### config.mk
export PLATFORM = sky130hd
export DESIGN_NAME = pipe_stall_ctrl_flat
export DESIGN_NICKNAME = d
export VERILOG_FILES = /design/src/rtl/pipe_ctrl_pkg.sv /design/src/rtl/pipe_stall_ctrl_if.sv /design/src/rtl/pipe_stall_ctrl_sat_counter.sv /design/src/rtl/pipe_stall_ctrl.sv /design/src/flat_wrapper.sv
export SDC_FILE = /design/constraint.sdc
export NUM_CORES = 1
export LEC_CHECK = 0
export ABC_AREA = 1
export CAP_MARGIN = 20
export CORE_MARGIN = 2
export CORE_UTILIZATION = 40
export CTS_BUF_LIST = sky130_fd_sc_hd__clkbuf_8
export CTS_CLUSTER_SIZE = 40
export DETAILED_ROUTE_END_ITERATION = 10
export GPL_TIMING_DRIVEN = 1
export HOLD_SLACK_MARGIN = 0.08
export SETUP_SLACK_MARGIN = 0.3
export SLEW_MARGIN = 40
export SYNTH_ARGS = -nofsm -noshare
export SYNTH_HDL_FRONTEND = slang
export SYNTH_SLANG_ARGS = --single-unit
### constraint.sdc
create_clock -name clk -period 4.6 [get_ports clk]
set_clock_uncertainty 0.15 [all_clocks]
set_input_delay 1.38 -clock clk [delete_from_list [all_inputs] [get_ports clk]]
set_output_delay 1.38 -clock clk [all_outputs]
set_load 0.05 [all_outputs]
### src/rtl/pipe_ctrl_pkg.sv
// rtl/pipe_ctrl_pkg.sv - shared state encoding and control bundles for the pipeline stall sequencer
package pipe_ctrl_pkg;

    typedef enum logic [1:0] {
        RUN      = 2'd0,
        MEM_WAIT = 2'd1,
        DRAIN    = 2'd2,
        HALTED   = 2'd3
    } state_t;

    typedef struct packed {
        logic pc_we;
        logic if_id_we;
        logic id_ex_we;
        logic ex_mem_we;
        logic mem_wb_we;
        logic if_id_flush;
        logic id_ex_flush;
        logic ex_mem_flush;
    } pipe_ctl_t;

    // Bit order: pc, if_id, id_ex, ex_mem, mem_wb write enables, then if_id, id_ex, ex_mem flushes.
    localparam pipe_ctl_t CTL_FREEZE   = 8'b00000_000;
    localparam pipe_ctl_t CTL_RUN      = 8'b11111_000;
    localparam pipe_ctl_t CTL_BRANCH   = 8'b11111_111;
    localparam pipe_ctl_t CTL_LOAD_USE = 8'b00111_010;
    localparam pipe_ctl_t CTL_DRAIN    = 8'b01111_100;

endpackage

### src/rtl/pipe_stall_ctrl_if.sv
// rtl/pipe_stall_ctrl_if.sv - hazard inputs and register enable/flush outputs of the stall sequencer
interface pipe_stall_ctrl_if;
    logic load_use_stop;
    logic branch_taken;
    logic dmem_busy;
    logic halt_req;
    logic resume;
    logic pc_we;
    logic if_id_we;
    logic id_ex_we;
    logic ex_mem_we;
    logic mem_wb_we;
    logic if_id_flush;
    logic id_ex_flush;
    logic ex_mem_flush;
    logic halted;
    logic timeout_err;

    modport master (
        input  load_use_stop, branch_taken, dmem_busy, halt_req, resume,
        output pc_we, if_id_we, id_ex_we, ex_mem_we, mem_wb_we,
        output if_id_flush, id_ex_flush, ex_mem_flush, halted, timeout_err
    );

    modport slave (
        output load_use_stop, branch_taken, dmem_busy, halt_req, resume,
        input  pc_we, if_id_we, id_ex_we, ex_mem_we, mem_wb_we,
        input  if_id_flush, id_ex_flush, ex_mem_flush, halted, timeout_err
    );
endinterface

### src/rtl/pipe_stall_ctrl_sat_counter.sv
// rtl/pipe_stall_ctrl_sat_counter.sv - event counter that sticks at all-ones instead of wrapping
module sat_counter #(
    parameter int W = 16
) (
    input  logic         clk,
    input  logic         rst,
    input  logic         inc,
    output logic [W-1:0] count
);
    always_ff @(posedge clk or posedge rst) begin
        if (rst) begin
            count <= '0;
        end else if (inc && (count != {W{1'b1}})) begin
            count <= count + 1'b1;
        end
    end
endmodule

### src/rtl/pipe_stall_ctrl.sv
// rtl/pipe_stall_ctrl.sv - stall/flush/halt sequencer driving the five pipeline register controls
module pipe_stall_ctrl
    import pipe_ctrl_pkg::*;
#(
    parameter int DRAIN_CYCLES = 4,
    parameter int TIMEOUT      = 64,
    parameter int CNT_W        = 16
) (
    input  logic              clk,
    input  logic              rst,
    pipe_stall_ctrl_if.master bus,
    output logic [CNT_W-1:0]  stall_cnt,
    output logic [CNT_W-1:0]  flush_cnt
);
    localparam int WW = $clog2(TIMEOUT + 1);
    localparam int DW = $clog2(DRAIN_CYCLES + 1);

    state_t          state, state_nxt;
    logic [WW-1:0]   wait_cnt, wait_nxt;
    logic [DW-1:0]   drain_cnt, drain_nxt;
    logic            timeout_q;
    logic            stall_inc, flush_inc;
    pipe_ctl_t       ctl, ctl_out;

    always_ff @(posedge clk or posedge rst) begin
        if (rst) begin
            state     <= RUN;
            wait_cnt  <= '0;
            drain_cnt <= '0;
            timeout_q <= 1'b0;
        end else begin
            state     <= state_nxt;
            wait_cnt  <= wait_nxt;
            drain_cnt <= drain_nxt;
            if (wait_nxt == WW'(TIMEOUT)) begin
                timeout_q <= 1'b1;
            end
        end
    end

    always_comb begin
        state_nxt = state;
        ctl       = CTL_FREEZE;
        wait_nxt  = wait_cnt;
        drain_nxt = drain_cnt;
        stall_inc = 1'b0;
        flush_inc = 1'b0;
        case (state)
            RUN, MEM_WAIT: begin
                if (bus.dmem_busy) begin
                    stall_inc = 1'b1;
                    state_nxt = MEM_WAIT;
                    if (state == RUN) begin
                        wait_nxt = WW'(1);
                    end else if (wait_cnt != WW'(TIMEOUT)) begin
                        wait_nxt = wait_cnt + 1'b1;
                    end
                end else begin
                    wait_nxt  = '0;
                    state_nxt = RUN;
                    if (bus.branch_taken) begin
                        ctl       = CTL_BRANCH;
                        flush_inc = 1'b1;
                    end else if (bus.load_use_stop) begin
                        ctl       = CTL_LOAD_USE;
                        stall_inc = 1'b1;
                    end else begin
                        ctl = CTL_RUN;
                        if (bus.halt_req) begin
                            state_nxt = DRAIN;
                            drain_nxt = '0;
                        end
                    end
                end
            end
            DRAIN: begin
                wait_nxt = '0;
                if (bus.dmem_busy) begin
                    stall_inc = 1'b1;
                end else if (bus.branch_taken) begin
                    // PC still loads so the branch target is where execution resumes.
                    ctl       = CTL_BRANCH;
                    flush_inc = 1'b1;
                    drain_nxt = drain_cnt + 1'b1;
                end else if (bus.load_use_stop) begin
                    ctl       = CTL_LOAD_USE;
                    stall_inc = 1'b1;
                end else begin
                    ctl       = CTL_DRAIN;
                    drain_nxt = drain_cnt + 1'b1;
                end
                if (drain_nxt == DW'(DRAIN_CYCLES)) begin
                    state_nxt = HALTED;
                end
            end
            HALTED: begin
                if (bus.resume) begin
                    state_nxt = RUN;
                end
            end
            default: begin
                state_nxt = RUN;
            end
        endcase
    end

    // Reset returns state to RUN asynchronously; gate so nothing is written while rst is held.
    assign ctl_out = rst ? CTL_FREEZE : ctl;

    assign bus.pc_we        = ctl_out.pc_we;
    assign bus.if_id_we     = ctl_out.if_id_we;
    assign bus.id_ex_we     = ctl_out.id_ex_we;
    assign bus.ex_mem_we    = ctl_out.ex_mem_we;
    assign bus.mem_wb_we    = ctl_out.mem_wb_we;
    assign bus.if_id_flush  = ctl_out.if_id_flush;
    assign bus.id_ex_flush  = ctl_out.id_ex_flush;
    assign bus.ex_mem_flush = ctl_out.ex_mem_flush;
    assign bus.halted       = (state == HALTED);
    assign bus.timeout_err  = timeout_q;

    sat_counter #(.W(CNT_W)) u_stall_cnt (
        .clk   (clk),
        .rst   (rst),
        .inc   (stall_inc),
        .count (stall_cnt)
    );

    sat_counter #(.W(CNT_W)) u_flush_cnt (
        .clk   (clk),
        .rst   (rst),
        .inc   (flush_inc),
        .count (flush_cnt)
    );
endmodule

### src/flat_wrapper.sv
// flat-port wrapper written by rule: the top's interface ports become plain ports
module pipe_stall_ctrl_flat import pipe_ctrl_pkg::*;
#(
    parameter int DRAIN_CYCLES = 4,
    parameter int TIMEOUT      = 64,
    parameter int CNT_W        = 16
)
  (clk, rst, stall_cnt, flush_cnt, bus_load_use_stop, bus_branch_taken, bus_dmem_busy, bus_halt_req, bus_resume, bus_pc_we, bus_if_id_we, bus_id_ex_we, bus_ex_mem_we, bus_mem_wb_we, bus_if_id_flush, bus_id_ex_flush, bus_ex_mem_flush, bus_halted, bus_timeout_err);
  pipe_stall_ctrl_if bus_i ();
  input  logic clk;
  input  logic rst;
  output logic [CNT_W-1:0] stall_cnt;
  output logic [CNT_W-1:0] flush_cnt;
  input wire logic [$bits(bus_i.load_use_stop)-1:0] bus_load_use_stop;
  input wire logic [$bits(bus_i.branch_taken)-1:0] bus_branch_taken;
  input wire logic [$bits(bus_i.dmem_busy)-1:0] bus_dmem_busy;
  input wire logic [$bits(bus_i.halt_req)-1:0] bus_halt_req;
  input wire logic [$bits(bus_i.resume)-1:0] bus_resume;
  output wire logic [$bits(bus_i.pc_we)-1:0] bus_pc_we;
  output wire logic [$bits(bus_i.if_id_we)-1:0] bus_if_id_we;
  output wire logic [$bits(bus_i.id_ex_we)-1:0] bus_id_ex_we;
  output wire logic [$bits(bus_i.ex_mem_we)-1:0] bus_ex_mem_we;
  output wire logic [$bits(bus_i.mem_wb_we)-1:0] bus_mem_wb_we;
  output wire logic [$bits(bus_i.if_id_flush)-1:0] bus_if_id_flush;
  output wire logic [$bits(bus_i.id_ex_flush)-1:0] bus_id_ex_flush;
  output wire logic [$bits(bus_i.ex_mem_flush)-1:0] bus_ex_mem_flush;
  output wire logic [$bits(bus_i.halted)-1:0] bus_halted;
  output wire logic [$bits(bus_i.timeout_err)-1:0] bus_timeout_err;
  assign bus_i.load_use_stop = bus_load_use_stop;
  assign bus_i.branch_taken = bus_branch_taken;
  assign bus_i.dmem_busy = bus_dmem_busy;
  assign bus_i.halt_req = bus_halt_req;
  assign bus_i.resume = bus_resume;
  assign bus_pc_we = bus_i.pc_we;
  assign bus_if_id_we = bus_i.if_id_we;
  assign bus_id_ex_we = bus_i.id_ex_we;
  assign bus_ex_mem_we = bus_i.ex_mem_we;
  assign bus_mem_wb_we = bus_i.mem_wb_we;
  assign bus_if_id_flush = bus_i.if_id_flush;
  assign bus_id_ex_flush = bus_i.id_ex_flush;
  assign bus_ex_mem_flush = bus_i.ex_mem_flush;
  assign bus_halted = bus_i.halted;
  assign bus_timeout_err = bus_i.timeout_err;
  pipe_stall_ctrl #(.DRAIN_CYCLES(DRAIN_CYCLES), .TIMEOUT(TIMEOUT), .CNT_W(CNT_W)) u_core (.clk(clk), .rst(rst), .bus(bus_i), .stall_cnt(stall_cnt), .flush_cnt(flush_cnt));
endmodule
# Word level (Yosys, flattened, before mapping)
# Cells that the tools add are included.
# Widths: inputs -> output; s select.
# word_totals
ff_bits	45
out_inout_bits	42
elab_cells	67
# op_classes
n_addsub	4
eq_ne	14
muxes	35
n_reduce_logical	8
# op_table
operator	n
$mux 8	6
$add 16x1->16 const B	2
$ne 16x16->1 const B	2
$mux 7	4
$mux 3	8
$pmux 8 s2	1
$pmux 7 s2	1
$mux 2	6
$ne 2x2->1 const B	5
$add 7x1->7 const B	1
$eq 7x7->1 const B	1
$mux 1	7
$ne 7x7->1 const B	1
$pmux 2 s3	1
$pmux 3 s2	1
$reduce_and 5->1	1
$eq 2x2->1 const B	2
$add 3x1->3 const B	1
$eq 3x3->1 const B	1
$reduce_or 3->1	1
$eq 2x1->1 const B	1
$logic_and 1x1->1	2
$logic_not 2->1	1
$ne 2x1->1 const B	1
3 further kinds	3

# Longest topological paths before layout
# Gate-level depths: netlist (run 1).
# logic_depth
ltp_word	8
depth_mapped	12

# Cells and area by module
# Synthesis (run 1) repeated with hierarchy kept, for this count alone.
# unflattened
hier_cells	432
area_unflattened_um2	2987.9
# by_module_without_submodules
module	n_inst	cells_each	area_each_um2	seq_area_each_um2
sat_counter (u_core.u_flush_cnt)	1	150	1069.8	400.4
sat_counter (u_core.u_stall_cnt)	1	146	1009.7	400.4
pipe_stall_ctrl	1	136	908.4	325.3

# Least setup slack after synthesis (run 1)
# Ideal clock, no wire load.
# synth_path
kind	input-to-output
from	in rst
to	out bus_if_id_flush
arrival_time_ps	3379
path_slack_ps	-309
stages	3
cell_sequence	inv_1 nand2_1 o22ai_1
# synth_between
elab_chain_cells	1
# synth_rtl
item	line	source
start: declaration	flat_wrapper.sv:11	input logic rst;
$mux 8	pipe_stall_ctrl.sv:108	assign ctl_out = rst ? CTL_FREEZE : ctl;
end: declaration	flat_wrapper.sv:24	output wire logic [$bits(bus_i.if_id_flush)-1:0] bus_if_id_flush;
# Every way passes these cells.

# Worst setup path in the final report (run 1)
# layout_path
from	in bus_branch_taken
to	out bus_if_id_flush
# layout_between
elab_chain_cells	4
elab_cells_between_ends	6
# layout_rtl
item	line	source
start: declaration	flat_wrapper.sv:15	input wire logic [$bits(bus_i.branch_taken)-1:0] bus_branch_taken;
$mux 8, on equally long branches	pipe_stall_ctrl.sv:80, pipe_stall_ctrl.sv:61	
$mux 8, on equally long branches	pipe_stall_ctrl.sv:78, pipe_stall_ctrl.sv:50	
$pmux 8 s2 *	pipe_stall_ctrl.sv:48	case (state)
$mux 8 *	pipe_stall_ctrl.sv:108	
# Mark *: on every way between the ends. The rest lies on a longest branch, timed or not.

==> results of run 1 <==
-- Yosys cell counts, drive strengths merged, types with 3 or more instances --
library cell	instances	area, µm²
nand2	109	434
nor3	8	56.3
buf	5	48.8
nand3	23	125
nor2	42	183
o21ai	12	71.3
inv	43	164
xor2	18	158
a21oi	3	18.8
dfrtp	45	1130
nand4	12	75.1
xnor2	11	96.3
ha	5	62.6
-- layer usage --
metal	GRT usage	up-vias	part of all wire
li1	-	1170	-
met1	0.221	1077	0.46
met2	0.281	42	0.49
met3	0.0340	8	0.040
met4	0.0447	0	0.011
met5	0	-	0
-- cell type report --
type,instances,area share
multi-input combinational,248,0.400
sequential,45,0.342
timing repair buffer,51,0.147
inverter,43,0.0509
tap,77,0.0292
clock buffer,5,0.0209
clock inverter,2,0.0106
-- worst reg2reg max path, stage by stage (launching register included) --
cell	delay (ns)
dfrtp_1	0.42
ha_1	0.21
nand3_1	0.15
nor3_4	0.28
nand3_2	0.11
nand2_2	0.23
inv_2	0.20
nand2_1	0.12
xnor2_1	0.11
-- power by group through the flow --
stage / Sequential, mW / Clock [mW] / Combinational, mW
3_5_place_dp: 0.612 / 0 / 0.753
2_1_floorplan: 0.806 / 0 / 0.335
4_1_cts: 0.605 / 0.306 / 0.754
5_1_grt: 0.622 / 0.322 / 0.807
6_report: 0.602 / 0.293 / 0.744
3_3_place_gp: 0.608 / 0 / 0.744
-- cell families after synthesis --
| family | share of synthesized area |
|---|---|
| simple gates | 0.334 |
| fa+ha+maj | 0.0236 |
| flops | 0.425 |
| xor+xnor | 0.0958 |
| compound gates | 0.0415 |
| buf+inv | 0.0802 |
-- metrics by stage --
| stage | util | setup WS [ns] |
|---|---|---|
| floorplan | - | 0.212 |
| global placement | 0.500 | 0.544 |
| finish | 0.516 | 0.511 |
| detailed placement | 0.500 | 0.506 |
| CTS | 0.516 | 0.506 |
| global route | 0.516 | 0.440 |
-- worst max-delay path by stage --
stage                      endpoint  slack [ns]
floorplan           bus_if_id_flush        0.21
global placement    bus_if_id_flush        0.54
detailed placement  bus_if_id_flush        0.51
CTS                 bus_if_id_flush        0.51
global route        bus_if_id_flush        0.44
finish              bus_if_id_flush        0.51
-- registers in the layout (all words and copies together), names as in the netlist --
name,cells
u_core.u_flush_cnt.count,16
u_core.state,2
u_core.u_stall_cnt.count,16
u_core.bus.timeout_err,1
u_core.drain_cnt,3
u_core.wait_cnt,7
==> impl_metrics.json, run 1 <==
{
  "place_hpwl_um": 4360,
  "final.min_clock_period_ns": 4.09,
  "cpPeakStageDelay_ns": 0.49,
  "hold_start": "u_core.bus.timeout_err",
  "num-fill-cells": 632,
  "fin_nets": 406,
  "synth_nets": 353,
  "htree_num_levels": 2,
  "power.density_mw_per_mm2": 498,
  "rsz0062_at_grt": "false",
  "core_area_mm2": 0.00639,
  "cts_made_buffers": 5,
  "switching_share": 0.456,
  "status": "finished, final reports clean",
  "rr_endpoint": "u_core.u_flush_cnt.count[9]",
  "seq_power_share": 0.367,
  "whs_path_depth": 2,
  "ys_ff_latch": 45,
  "globalRouteOverflowTotal": 0,
  "vias_per_cell": 4.88,
  "min_period_over_period": 0.889,
  "fin_total_pwr_mw": 1.64,
  "switchingPower_mw": 0.748,
  "worst-path-stages": 6,
  "async_reset_ff_frac": 1.00,
  "critPathBufInv": 3,
  "critPathMaxFanout": 3,
  "die_y_um": 85.4,
  "cts_sinks": 45,
  "antenna_found_initial": 0,
  "io_pins": 49,
  "ys_warn_count": 0,
  "diodes": 0,
  "cts_root_buf": "clkbuf_8",
  "rows": 29,
  "place_congestion": 0.834,
  "area_delta_synth_final_pct": 24.2,
  "dp_cells": 464,
  "avgSynthCellArea_um2": 7.78,
  "syn_inst": 341,
  "syn_area_mm2": 0.00265,
  "whs_endpoint": "u_core.bus.timeout_err",
  "drive_gt1_frac": 0.119,
  "grt_usage": 0.168,
  "multiInputGateArea_mm2": 0.00132,
  "setup_viol": 0,
  "cts_resized": 0,
  "synth_edf_count": 0,
  "ys_types": 31,
  "io_buffers": 48,
  "firstDrtPassIters": 4,
  "drtAntennaViolNets": 0,
  "clk_latency_ns": 0.29,
  "power.internal_mw": 0.891,
  "route.detailed.drc": 0,
  "first_iter_violations": 91,
  "die_w_um": 85.4,
  "sequential_cell_area_mm2": 0.00113,
  "maxCapViolCount": 0,
  "arrival_ns": 2.56,
  "dieArea_mm2": 0.00730,
  "layout_commonest_cell": "nand2_1",
  "cp_slowest_cell": "clkdlybuf4s50_1",
  "crit_path_start_kind": "primary input",
  "vias": 2297,
  "tritoncts": "built",
  "start_util": 0.415,
  "required_ns": 3.07,
  "relSlewSlack": 0.659,
  "fmax_mhz": 245,
  "p_comb_frac": 0.454,
  "final_cell_mix": "nand2_1, dfrtp_1, clkdlybuf4s50_1, inv_1, nor2_1",
  "fin_tns_setup_ns": 0,
  "cts_setup_buffers": 0,
  "worstSetupPathType": "in2out",
  "end_kind": "output pin",
  "ir_worst_vdd_uv": 344,
  "worstMarginPinSlew_ns": 0.510,
  "cp_top_family": "buffers and inverters",
  "wl_per_cell_um": 12.4,
  "fin_cells": 471,
  "worstHoldPathType": "reg2reg",
  "max-clock-path-buffers": 2,
  "r2r.worst_path.cells": 8,
  "grt_pass1_vias": 2189,
  "slew_viol_final": 0,
  "holdBufCountCts": 0,
  "crit_path_start": "bus_branch_taken",
  "clk_pin_slew_ns": 0.08,
  "grt_pass1_wl_um": 9990,
  "synth_top_flop_cell": "dfrtp_1",
  "whs_ns": 0.328,
  "hold_violations": 0,
  "grt_max_degree": 24,
  "crit_chain": "clkdlybuf4s50_1 > inv_1 > nor2_1 > nand2_1 > o22ai_1 > buf_4",
  "clock_power_share": 0.179,
  "r2r-start": "u_core.u_flush_cnt.count[0]",
  "placed_area_mm2": 0.00319,
  "rrSetupSlack_ns": 2.56,
  "p_leak_nw": 1.63,
  "totalWireLength_um": 5860,
  "seq_area_frac_synth": 0.425,
  "fin_area_mm2": 0.00330
}
Note: power is estimated with default switching activity, not from simulation.
==> inputs of run 2 (changes only) <==
--- a/config.mk
+++ b/config.mk
@@ -7,13 +7,14 @@
 export LEC_CHECK = 0
 export ABC_AREA = 1
 export CAP_MARGIN = 20
-export CORE_MARGIN = 2
+export CORE_MARGIN = 3
 export CORE_UTILIZATION = 40
 export CTS_BUF_LIST = sky130_fd_sc_hd__clkbuf_8
 export CTS_CLUSTER_SIZE = 40
 export DETAILED_ROUTE_END_ITERATION = 10
 export GPL_TIMING_DRIVEN = 1
 export HOLD_SLACK_MARGIN = 0.08
+export RECOVER_POWER = 100
 export SETUP_SLACK_MARGIN = 0.3
 export SLEW_MARGIN = 40
 export SYNTH_ARGS = -nofsm -noshare
==> run 2 against run 1 <==
  * Sequential power about the same
  * Total power down 6.4%
  * Largest cell class unchanged
  * Fmax down 4.2%
==> impl_metrics.json, run 2 (same netlist as run 1, synthesis figures left out) <==
{
  "power.internal_mw": 0.800,
  "rsz0062_at_grt": "false",
  "final_core_util": 0.504,
  "arrival_ns": 2.74,
  "fin_tns_setup_ns": 0,
  "dp_slack_ns": 0.504,
  "clock_power_share": 0.156,
  "globalRouteOverflowTotal": 0,
  "placed_area_mm2": 0.00319,
  "grt_pass1_wl_um": 9670,
  "die_y_um": 87.4,
  "p_leak_nw": 1.67,
  "crit_path_start_kind": "primary input",
  "fin_ws_ns": 0.331,
  "ir_worst_vdd_uv": 330,
  "firstDrtPassIters": 4,
  "clk_pin_slew_ns": 0.08,
  "htree_num_levels": 2,
  "final.min_clock_period_ns": 4.27,
  "fin_total_pwr_mw": 1.53,
  "place_hpwl_um": 4290,
  "tritoncts": "built",
  "hold_violations": 0,
  "first_iter_violations": 90,
  "rows": 29,
  "vias": 2310,
  "power.density_mw_per_mm2": 477,
  "core_area_mm2": 0.00639,
  "cpPeakStageDelay_ns": 0.60,
  "min_period_over_period": 0.928,
  "largestRegisters": "u_core.u_flush_cnt.count x16, u_core.u_stall_cnt.count x16, u_core.wait_cnt x7",
  "antenna_found_initial": 0,
  "worstHoldPathType": "reg2reg",
  "p_comb_frac": 0.453,
  "whs_ns": 0.320,
  "cts_made_buffers": 5,
  "grt_usage": 0.158,
  "clk_latency_ns": 0.29,
  "wl_per_cell_um": 12.1,
  "fmax_mhz": 234,
  "grt_max_degree": 26,
  "die_w_um": 87.4,
  "switchingPower_mw": 0.735,
  "critPathMaxFanout": 5,
  "fin_area_mm2": 0.00322,
  "slew_viol_final": 0,
  "route.detailed.drc": 0,
  "totalWireLength_um": 5730,
  "cts_resized": 0,
  "cts_setup_buffers": 0,
  "io_pins": 49,
  "max-clock-path-buffers": 2,
  "setup_viol": 0,
  "dieArea_mm2": 0.00764,
  "switching_share": 0.479,
  "grt_pass1_vias": 2154,
  "crit_chain": "dlygate4sd3_1 > a21oi_1 > nand2_1 > a21oi_1 > clkbuf_2",
  "status": "finished, final reports clean",
  "end_kind": "output pin",
  "relSlewSlack": 0.0857,
  "cp_slowest_cell": "dlygate4sd3_1",
  "cts_sinks": 45,
  "required_ns": 3.07,
  "drive_gt1_frac": 0.0861,
  "fin_nets": 406,
  "io_buffers": 48,
  "diodes": 0,
  "worstMarginPinSlew_ns": 1.37,
  "cts_root_buf": "clkbuf_8",
  "fin_cells": 472,
  "num-fill-cells": 632,
  "dp_cells": 464,
  "start_util": 0.415,
  "worstSetupPathType": "in2out",
  "holdBufCountCts": 0,
  "drtAntennaViolNets": 0,
  "area_delta_synth_final_pct": 21.2,
  "layout_commonest_cell": "nand2_1",
  "seq_power_share": 0.390,
  "vias_per_cell": 4.89,
  "final_cell_mix": "nand2_1, dfrtp_1, inv_1, nor2_1, dlygate4sd3_1",
  "place_congestion": 0.831,
  "cp_common_cell": "a21oi_1",
  "maxCapViolCount": 0
}
==> run 2: cell count changes in the layout (fill, tap and decap cells not counted), moves of 3 or more <==
cell,previous run,this run
inv_1,38,41
clkdlybuf4s50_1,40,4
buf_4,11,3
clkbuf_2,0,5
dlygate4sd3_1,0,36
o21ai_0,7,12
o21ai_2,3,0
clkbuf_1,0,3
==> run 2: cell type report <==
| class | count | area [µm²] | area share |
|---|---|---|---|
| sequential | 45 | 1130 | 0.350 |
| clock inverter | 3 | 13.8 | 0.00428 |
| multi-input combinational | 248 | 1290 | 0.400 |
| inverter | 43 | 165 | 0.0514 |
| clock buffer | 5 | 68.8 | 0.0214 |
| tap | 77 | 96.3 | 0.0300 |
| timing repair buffer | 51 | 459 | 0.143 |
==> run 2: final timing paths <==
check                                                    to  slack, ns  cells past startpoint                        start
worst max-delay path                              bus_pc_we       0.33                      5                bus_dmem_busy
worst min-delay path                 u_core.bus.timeout_err       0.32                      2       u_core.bus.timeout_err
worst max register to register  u_core.u_flush_cnt.count[2]       2.29                      8  u_core.u_flush_cnt.count[0]
worst min register to register       u_core.bus.timeout_err       0.32                      2       u_core.bus.timeout_err
max in group asynchronous       u_core.u_stall_cnt.count[6]       1.53                      3                          rst
min in group asynchronous                   u_core.state[1]       1.84                      3                          rst
==> run 2: power by group through the flow <==
stage	logic, mW	registers, mW	clock network, mW
after floorplan	0.335	0.806	0
after global placement	0.744	0.608	0
after detailed placement	0.747	0.610	0
after CTS	0.749	0.603	0.249
after global routing	0.766	0.619	0.262
final	0.695	0.599	0.240
==> run 2: critical path: cells and delay by family <==
kind / cells / cell delay [ns]
buf+inv: 2 / 0.89
compound gates: 2 / 0.33
simple gates: 1 / 0.13
==> run 2: routing by layer <==
metal	wire length [µm]	up-vias	GRT usage
met4	42	0	0.0544
li1	-	1174	-
met3	242	4	0.0322
met2	2770	45	0.251
met5	0	-	0
met1	2680	1087	0.214
==> inputs of run 3 (changes only) <==
--- a/config.mk
+++ b/config.mk
@@ -6,7 +6,6 @@
 export NUM_CORES = 1
 export LEC_CHECK = 0
 export ABC_AREA = 1
-export CAP_MARGIN = 20
 export CORE_MARGIN = 3
 export CORE_UTILIZATION = 40
 export CTS_BUF_LIST = sky130_fd_sc_hd__clkbuf_8
==> results of run 3 <==
Final layout, timing and power as in run 2 (identical DEF).
